[config.mk]
export PLATFORM = sky130hd
export DESIGN_NAME = vmul_issue_ctrl
export DESIGN_NICKNAME = d
export VERILOG_FILES = /design/src/rtl/vmul_issue_ctrl.sv
export SDC_FILE = /design/constraint.sdc
export NUM_CORES = 1
export LEC_CHECK = 0
export BUFFER_PORTS_ARGS = -buffer_cell sky130_fd_sc_hd__buf_4
export CAP_MARGIN = 30
export CORE_MARGIN = 10
export CORE_UTILIZATION = 46
export DETAILED_ROUTE_END_ITERATION = 6
export PLACE_DENSITY = 0.81
export SLEW_MARGIN = 20
export SYNTH_ARGS = -nofsm -noshare
export SYNTH_HDL_FRONTEND = slang
export SYNTH_SLANG_ARGS = --single-unit
export TNS_END_PERCENT = 1
[constraint.sdc]
create_clock -name clk -period 1.74 [get_ports clk]
set_input_delay 0.087 -clock clk [delete_from_list [all_inputs] [get_ports clk]]
set_output_delay 0.087 -clock clk [all_outputs]
set_load 0.05 [all_outputs]
[src/rtl/vmul_issue_ctrl.sv]
// vmul_issue_ctrl: issue/sequence controller for the vector multiplier.
// Accepts one request at a time (in_valid/in_ready) and registers its operands,
// control and per-chunk sign signals. It holds mul_* stable for MUL_LATENCY edges,
// captures mul_result and presents it with backpressure (out_valid/out_ready).
module vmul_issue_ctrl #(
  parameter int unsigned MUL_LATENCY = 2,
  parameter int unsigned TAG_W       = 5
) (
  input  logic             clk,
  input  logic             rst,
  input  logic             in_valid,
  output logic             in_ready,
  input  logic [31:0]      in_a,
  input  logic [31:0]      in_b,
  input  logic [1:0]       in_opcode,
  input  logic [1:0]       in_precision,
  input  logic [TAG_W-1:0] in_tag,
  output logic [31:0]      mul_a,
  output logic [31:0]      mul_b,
  output logic [1:0]       mul_opcode,
  output logic [1:0]       mul_precision,
  output logic [3:0]       mul_sign_a,
  output logic [3:0]       mul_sign_b,
  input  logic [31:0]      mul_result,
  output logic             out_valid,
  input  logic             out_ready,
  output logic [31:0]      out_data,
  output logic [TAG_W-1:0] out_tag,
  output logic             busy
);

  localparam logic [3:0] CNT_LOAD = 4'(MUL_LATENCY - 1);

  typedef enum logic [1:0] {IDLE, BUSY, HOLD} state_e;

  state_e           state_q;
  logic [3:0]       cnt_q;
  logic [31:0]      a_q, b_q, data_q;
  logic [1:0]       op_q, prec_q;
  logic [3:0]       sign_a_q, sign_b_q;
  logic [TAG_W-1:0] req_tag_q, tag_q;

  logic       accept;
  logic [1:0] prec_d;
  logic [3:0] sign_a_d, sign_b_d;

  // Sign of the lane that owns each byte position.
  function automatic logic [3:0] lane_signs(input logic [31:0] x, input logic [1:0] prec,
                                            input logic is_signed);
    logic [3:0] s;
    case (prec)
      2'b01:   s = {{2{x[31]}}, {2{x[15]}}};
      2'b10:   s = {4{x[31]}};
      default: s = {x[31], x[23], x[15], x[7]};
    endcase
    return is_signed ? s : '0;
  endfunction

  always_comb begin
    prec_d   = (in_precision == 2'b11) ? 2'b00 : in_precision;
    sign_a_d = lane_signs(in_a, prec_d, in_opcode != 2'b10);
    sign_b_d = lane_signs(in_b, prec_d, in_opcode[1] == 1'b0);
  end

  assign in_ready = !rst && (state_q == IDLE || (state_q == HOLD && out_ready));
  assign accept   = in_valid && in_ready;

  always_ff @(posedge clk) begin
    if (rst) begin
      state_q   <= IDLE;
      cnt_q     <= '0;
      a_q       <= '0;
      b_q       <= '0;
      op_q      <= '0;
      prec_q    <= '0;
      sign_a_q  <= '0;
      sign_b_q  <= '0;
      req_tag_q <= '0;
      data_q    <= '0;
      tag_q     <= '0;
    end else begin
      // Load happens from IDLE and from HOLD (release and accept on one edge).
      if (accept) begin
        a_q       <= in_a;
        b_q       <= in_b;
        op_q      <= in_opcode;
        prec_q    <= prec_d;
        sign_a_q  <= sign_a_d;
        sign_b_q  <= sign_b_d;
        req_tag_q <= in_tag;
        cnt_q     <= CNT_LOAD;
      end
      case (state_q)
        IDLE: if (in_valid) state_q <= BUSY;
        BUSY: begin
          if (cnt_q == 4'd0) begin
            data_q  <= mul_result;
            tag_q   <= req_tag_q;
            state_q <= HOLD;
          end else begin
            cnt_q <= cnt_q - 4'd1;
          end
        end
        HOLD: if (out_ready) state_q <= in_valid ? BUSY : IDLE;
        default: state_q <= IDLE;
      endcase
    end
  end

  assign mul_a         = a_q;
  assign mul_b         = b_q;
  assign mul_opcode    = op_q;
  assign mul_precision = prec_q;
  assign mul_sign_a    = sign_a_q;
  assign mul_sign_b    = sign_b_q;
  assign out_valid     = (state_q == HOLD);
  assign busy          = (state_q != IDLE);
  assign out_data      = data_q;
  assign out_tag       = tag_q;

endmodule

==> results of run 1 <==
[state kept, by name, indices dropped and copies added (netlist names)]
register       flops
mul_a             32
mul_b             32
out_data          32
out_tag            5
req_tag_q          5
cnt_q              4
mul_sign_a         4
mul_sign_b         4
mul_opcode         2
mul_precision      2
state_q            2
[synthesized netlist by cell type]
| cell | n |
|---|---|
| or2_2 | 1 |
| a211oi_1 | 2 |
| nand2b_1 | 7 |
| a21oi_2 | 1 |
| o21ai_0 | 6 |
| nor3_4 | 1 |
| nand2_1 | 233 |
| o41ai_1 | 1 |
| ha_1 | 5 |
| buf_1 | 2 |
| buf_4 | 1 |
| a21boi_0 | 1 |
| nand3_1 | 8 |
| nand3b_1 | 2 |
| nand2b_4 | 1 |
| nor3_2 | 1 |
| or3_1 | 1 |
| nor3b_1 | 1 |
| buf_6 | 11 |
| nor3_1 | 3 |
| buf_2 | 12 |
| dfxtp_1 | 124 |
| clkbuf_1 | 13 |
| or4_1 | 1 |
| nor4_1 | 1 |
| a21oi_1 | 119 |
| and2b_1 | 3 |
| a221oi_1 | 1 |
| o31ai_1 | 1 |
| nand2b_2 | 1 |
| nor2b_4 | 1 |
| nor2_1 | 4 |
| inv_1 | 5 |
[metrics by stage]
stage,utilization,area (µm²),setup WS (ns)
finish,0.816,7980,0.101
global route,0.816,7980,0.0199
CTS,0.816,7970,0.107
detailed placement,0.647,6320,0.174
global placement,0.647,6320,0.242
floorplan,-,4620,0.123
[how the worst max path moves through the flow]
stage | from | end | slack (ns) | cells past startpoint
5_1_grt | cnt_q[0] | cnt_q[1] | 0.02 | 6
3_5_place_dp | cnt_q[0] | out_data[2] | 0.17 | 7
2_1_floorplan | rst | in_ready | 0.12 | 3
4_1_cts | cnt_q[0] | cnt_q[1] | 0.11 | 6
3_3_place_gp | state_q[0] | mul_b[2] | 0.24 | 5
6_report | state_q[0] | mul_b[25] | 0.10 | 5
[kinds of logic after synthesis]
logic type / count (synthesis) / synth area share
AOI/OAI and AO/OA: 132 / 0.148
buffers and inverters: 44 / 0.0577
and+or+nand+nor: 270 / 0.243
DFF: 124 / 0.538
adders and majority gates: 5 / 0.0136
[power by group]
group	leakage (nW)	switching, W	internal (W)	total [W]
Clock	0.290	0.00119	0.00231	0.00350
Combinational	2.14	0.00102	0.000651	0.00167
Sequential	1.01	0.0000926	0.00299	0.00308
Total	3.44	0.00231	0.00595	0.00826
[layout make-up]
type / instances / area share
repair buffers: 338 / 0.356
flip-flops and latches: 124 / 0.311
multi-input cells: 407 / 0.235
clock buffers: 23 / 0.0598
well taps: 133 / 0.0209
clock inverters: 7 / 0.0141
inverters: 5 / 0.00235
diodes: 1 / 0.000314
[worst reg2reg max path: stages, from the launching register on]
cell and delay [ns]:
dfxtp_1 0.36, nand2b_4 0.18, or3_2 0.47, buf_12 0.22, nand2_1 0.16, a21oi_1 0.10
[routing by layer]
metal  share of wire  up-vias
met3            0.10       51
met5               0        -
met2            0.51      304
li1                -     2502
met1            0.36     2474
met4           0.027        0
[timing repair]
item / in CTS / in global routing
hold endpoints to repair: 114 / 0
resized for setup: 0 / 1
hold buffers: 106 / 0
setup endpoints to repair: 0 / 4
==> results.txt, run 1 <==
The flow ran to the end, and the final reports show no timing, DRC or antenna violations. The tools report the remaining global-route overflow as 0. The worst register-to-register path begins at state_q[0]. Dividing the detail-routed via count by the number of cells gives 5.14. The worst hold path passes through 5 cells. The global placement routability congestion came out at 0.761. The routed design has 18.8 mm of wire.

Of all nets on the critical path, the largest fanout is 62. The largest delay contributor family on the critical path is simple AND/OR/NAND/NOR gates. After legalization and detailed placement, the total HPWL measured 10.4 mm. The total number of placement rows was 36; the count of max-cap constraint violations was 0. Counting the buffers created by CTS gives 17. The number of hold violations in the final report came out at 0. The number of antenna violations at the first check in global routing was 1.

For the area of the die, the log shows 0.0144 mm². Leaving out fill and tap cells, the most frequent cell in the layout is nand2_1. For the yosys synthesis warning count, the log shows 0. The effective utilization at floorplan was 0.472; the die outline height was 120 µm. The worst register-to-register path ends at mul_b[25]. The H-tree generated during clock tree synthesis spans 4 levels. In the layout the commonest cells are 233 x nand2_1, 228 x buf_4, 124 x dfxtp_1. Measured in cells, the most critical reg-to-reg path has a length of 5.

For the worst relative slew slack, the log shows 0.475. Synthesis produced a netlist with a net count of 689. The overall power consumption is 0.00826 W, and the area growth from synthesis to layout is 72.8%. The cell sitting at the root of the clock tree is a clkbuf_8. The logs give 0.51 ns for the clock latency on the worst-skew pair and 0.00462 mm² for the summed instance area of the synthesized netlist. In this run, distinct cell masters in the synthesized netlist total 33. The delay of the slowest critical-path stage is 0.47 ns. After clock tree synthesis, the clock-pin slew on the worst setup and hold paths is 0.06 ns. Setup slack on the worst reg-to-reg path comes out at 0.10 ns. In the final layout, the multi-input gates occupy 0.00187 mm².

The largest total area in the synthesized netlist belongs to dfxtp_1. The tools report the fraction of met2 tracks used by global routing as 0.450. Power density normalized to cell area: 1040 mW/mm².

The first detailed-routing pass took 5 iterations. For the worst hold slack, the log shows 0.0661 ns. The path with the worst hold slack has its endpoint at state_q[1]. Across the routed clock network, the largest skew measured is 0.00820 ns. Setup repair after global routing left no endpoint under its margin. In this run the static leakage power is 3.44 nW.

In this run the remaining antenna-violating nets after routing total 0. The number of global-route vias before repair was 5532; the number of DRC violations after detailed routing was 0. The worst hold path begins at out_ready. The wire length of the first global-routing pass came out at 29.0 mm. For the pin with the worst max-slew slack, the measured transition is 0.788 ns. The number of cells after detailed placement is 901, and the number of post-CTS setup repair buffers is 0. The tools report the aggregate global-route resource usage as 0.250. The sequential element share of the synthesized area is 0.538. The data arrival time of the worst path was 2.00 ns; the area of the core was 0.00977 mm². The tools report the total clock sinks as 124. The port buffer count works out to 224. The critical path required time was 2.10 ns.

The critical path goes through nand2b_4 > or3_2 > buf_12 > nand2_1 > a21oi_1. In this run, synthesis produced a sequential element count of 124. The fraction of the cycle the final worst path needs was 0.942; the synthesized instance count was 575. The run gives 2 as the buffer levels on the longest clock path.

The initial DRC count is 406, and the number of fillers in the final layout is 556. The total negative slack was 0 ns. Among all stages on the critical path, the largest delay is contributed by or3_2.

The number of pins with negative max-slew slack in the final report is 0. The ratio of cells with drive above 1 in the final layout is 0.296. The average footprint of a synthesized cell is 8.03 µm². The type of the setup path with the least slack was reg2reg. The path class of the tightest hold or removal check is in2reg.

The smallest clock period supported by the final layout is computed as 1.64 ns. For the met1 track demand over resource in global routing, the log shows 0.249. Ranked by total cell area, the synthesized netlist is headed by dfxtp_1 54%, nand2_1 19%, a21oi_1 13%. Entering global routing, the biggest net connects 77 pins. I/O pin total: 225. The number of setup violations in the final report was 0.

The top-area cell type share of the netlist area came out at 0.538. For this run, the post-layout net count is 1007. Chip width: 120 µm.

The tools report the via total after detailed routing as 5331. STA classifies the critical path startpoint as a register. STA classifies the critical path endpoint as a register. The worst-case IR drop observed on VDD is 0.665 mV. After the flow finishes, the layout carries non-filler instances totaling 1038. The sequential standard cell area came out at 0.00248 mm². The most used routing layer in global routing is met2.

TritonCTS built the clock tree. Timing would allow up to 0.610 GHz. The met3 usage in global routing came out at 0.109.

The count of buffering cells on the critical path with inverters included was 1; the detail-routed net length per standard cell was 18.1 µm.
(Power assumes the default switching activity.)
==> run 2, diff against run 1 <==
--- a/config.mk
+++ b/config.mk
@@ -8,9 +8,9 @@
 export BUFFER_PORTS_ARGS = -buffer_cell sky130_fd_sc_hd__buf_4
 export CAP_MARGIN = 30
 export CORE_MARGIN = 10
-export CORE_UTILIZATION = 46
+export CORE_UTILIZATION = 41
 export DETAILED_ROUTE_END_ITERATION = 6
-export PLACE_DENSITY = 0.81
+export PLACE_DENSITY = 0.76
 export SLEW_MARGIN = 20
 export SYNTH_ARGS = -nofsm -noshare
 export SYNTH_HDL_FRONTEND = slang
==> constraint.sdc (replaced) <==
create_clock -name clk -period 1.5 [get_ports clk]
set_input_delay 0.075 -clock clk [delete_from_list [all_inputs] [get_ports clk]]
set_output_delay 0.075 -clock clk [all_outputs]
set_load 0.05 [all_outputs]
==> results.txt, run 2 (synthesis results as in run 1) <==
The port buffer count was 224 (unchanged); the highest net fanout along the worst path was 4 (-94%). The clock input transition at the sequential cells of the worst setup and hold paths is 0.06 ns (about the same), and the via total after detailed routing is 5203 (-2.4%). The tools report the effective utilization at floorplan as 0.422 (-0.0501). The logs give 11.1 mm (+6.9%) for the HPWL after detailed placement and 1058 (+1.9%) for the final instance count without filler cells. Most used routing layer in global routing: met2.

The measured slew at the worst slew-check pin is 0.658 ns (-0.130 ns), and the post-place instance area is 0.00643 mm² (+1.7%). Setup repair after global routing could not meet its margin everywhere. The number of cells after detailed placement came out at 917 (+1.8%). The power density normalized to cell area was 1230 mW/mm² (+19%). The tools report the length of the first detailed-routing pass in iterations as 5 (unchanged). The worst min-delay path class is in2reg. The total negative slack was 0 ns (unchanged). The type of the setup path with the least slack is reg2reg. Number of fillers in the final layout: 738 (+33%). For the number of setup violations in the final report, the log shows 0 (unchanged).

For the total number of placement rows, the log shows 38 (+5.6%). The logs give 0.00190 mm² (+1.3%) for the area of the multi-input gates and 0 (unchanged) for the remaining global-route overflow. The detail-routed net length per standard cell is 16.7 µm (-8.0%). The tools report the I/O pin total as 225 (unchanged). Fraction of met2 tracks used by global routing: 0.346 (-0.104). STA classifies the critical path endpoint as a register. The run gives 2 (unchanged) as the buffer levels on the longest clock path.

The total clock buffers created by CTS was 17 (unchanged); the met3 usage in global routing was 0.0973 (-0.0116). The time the worst path needs with I/O delays and setup was 1.48 ns (-0.154 ns); the number of nets still failing antenna checks after routing was 0 (unchanged). The number of nets at the end of the flow is 1017 (+0.99%).

The tools report the data arrival time of the worst path as 1.82 ns (-0.18 ns). The run finished with clean final reports. The worst relative slew slack came out at 0.561 (+0.0866). TritonCTS built the clock tree. The die outline height came out at 126 µm (+4.9%). On the critical path, the stage with the largest delay is an instance of or4_1.

The tools report the number of DRC violations after detailed routing as 0 (unchanged). The run gives 26.9 mm (-7.1%) as the wire length of the first global-routing pass. Largest delay contributor family on the critical path: simple AND/OR/NAND/NOR gates. The area of the core was 0.0109 mm² (+12%). The global placement routability congestion was 0.849 (+12%); the final worst clock skew was 0.00554 ns (-0.00267 ns). From synthesis to final layout, the design area changed by 78.1%. The via-per-instance ratio was 4.92 (-4.2%); the met1 track demand over resource in global routing was 0.213 (-0.0359).

The number of pins with negative max-slew slack in the final report was 0 (unchanged); the count of buffering cells on the critical path with inverters included was 1 (unchanged). The leakage power figure was 3.56 nW (+3.7%). The fraction of the cycle the final worst path needs was 0.990 (+0.0479); the clock latency on the worst-skew pair was 0.42 ns (-0.09 ns). The aggregate global-route resource usage was 0.207 (-0.0433).

The logs give 0.00248 mm² (about the same) for the sequential standard cell area and 5272 (-4.7%) for the number of global-route vias before repair. The critical path required time is 1.83 ns (-0.27 ns), and the chip width is 126 µm (+4.9%). The run gives 0.673 GHz (+10%) as the peak clock frequency supported by timing. The tools report the design area as 0.00822 mm² (+3.1%). The maximum level of the CTS H-tree is 4 (unchanged), and the count of max-cap constraint violations is 0 (unchanged). Final core utilization: 0.752 (-0.0643). The initial DRC count is 292 (-28%). The cell sitting at the root of the clock tree is a clkbuf_16.

The run gives 17.6 mm (-6.3%) as the wire length reported by the detailed router. The most frequent standard cell in the layout excluding fill and tap cells is buf_4. The ratio of cells with drive above 1 in the final layout is 0.314 (+0.0180).

The tools report the startpoint type of the worst setup path as a register. The delay of the slowest critical-path stage is 0.42 ns (-0.05 ns). In the layout the commonest cells are 235 x buf_4, 232 x nand2_1, 123 x dfxtp_1.

The largest vdd supply drop is 0.880 mV (+32%), and the number of antenna violations at the first check in global routing is 2 (+1). The logs give 0.0159 mm² (+10%) for the area of the die and 124 (unchanged) for the total clock sinks. Walking the worst path, the cells encountered are inv_1 > ha_2 > nor3b_4 > nor2_1 > or4_1 > o31ai_1. Maximum number of pins on one net before global-route repair: 64 (-17%).

The number of hold violations in the final report is 0 (unchanged).
## run 2: cell count changes in the layout (fill, tap and decap cells not counted), sizes merged
cell,delta
buf,+10
dlygate4sd3,-2
clkbuf,-3
clkinv,+5
clkinvlp,-1
diode,+1
bufinv,+3
## run 2: worst paths after layout
| path | startpoint | cells after the start | slack (ns) | endpoint |
|---|---|---|---|---|
| setup / recovery | cnt_q[0] | 6 | 0.02 | cnt_q[1] |
| hold / removal | rst | 3 | 0.04 | cnt_q[1] |
| setup reg to reg | cnt_q[0] | 6 | 0.02 | cnt_q[1] |
| hold reg to reg | mul_sign_b[3] | 2 | 0.45 | mul_sign_b[3] |
## run 2: power breakdown
group / total [W] / internal (W) / switching, W / leakage (nW)
clock network: 0.00456 / 0.00309 / 0.00147 / 0.327
logic: 0.00200 / 0.000819 / 0.00118 / 2.23
registers: 0.00357 / 0.00347 / 0.0000959 / 1.01
## run 2: what timing repair did
action / 4_1_cts / 5_1_grt
endpoints found under the hold margin: 107 / 0
buffers inserted: 0 / 1
gates cloned: 0 / 2
gates resized for setup: 1 / 6
hold buffers: 104 / 0
pin swaps: 0 / 2
endpoints found under the setup margin: 93 / 70
## run 2: cell type report
type                       instances  share of cell area
timing repair buffer             348               0.363
sequential                       124               0.302
multi-input combinational        407               0.231
clock buffer                      18              0.0522
clock inverter                    14              0.0272
tap                              140              0.0213
inverter                           5             0.00228
antenna                            2            0.000609
## run 2: tightest hold or removal path, stage by stage
cell and delay, ns:
buf_4 0.14, or4_1 0.13, o31ai_1 0.06
## run 2: per-stage QoR
stage	power, W	hold slack [ns]	setup slack (ns)
after CTS	0.0101	0.0245	-0.0433
after global routing	0.0105	0.0615	-0.0492
final	0.0101	0.0412	0.0150
after global placement	0.00530	0.322	0.0194
after detailed placement	0.00534	0.332	-0.0324
after floorplan	0.00468	0.211	0.0833
## run 2: layer usage
layer | vias to the layer above | share of wire
met5 | - | 0
met4 | 0 | 0.029
met3 | 37 | 0.11
met2 | 251 | 0.49
met1 | 2393 | 0.37
li1 | 2522 | -
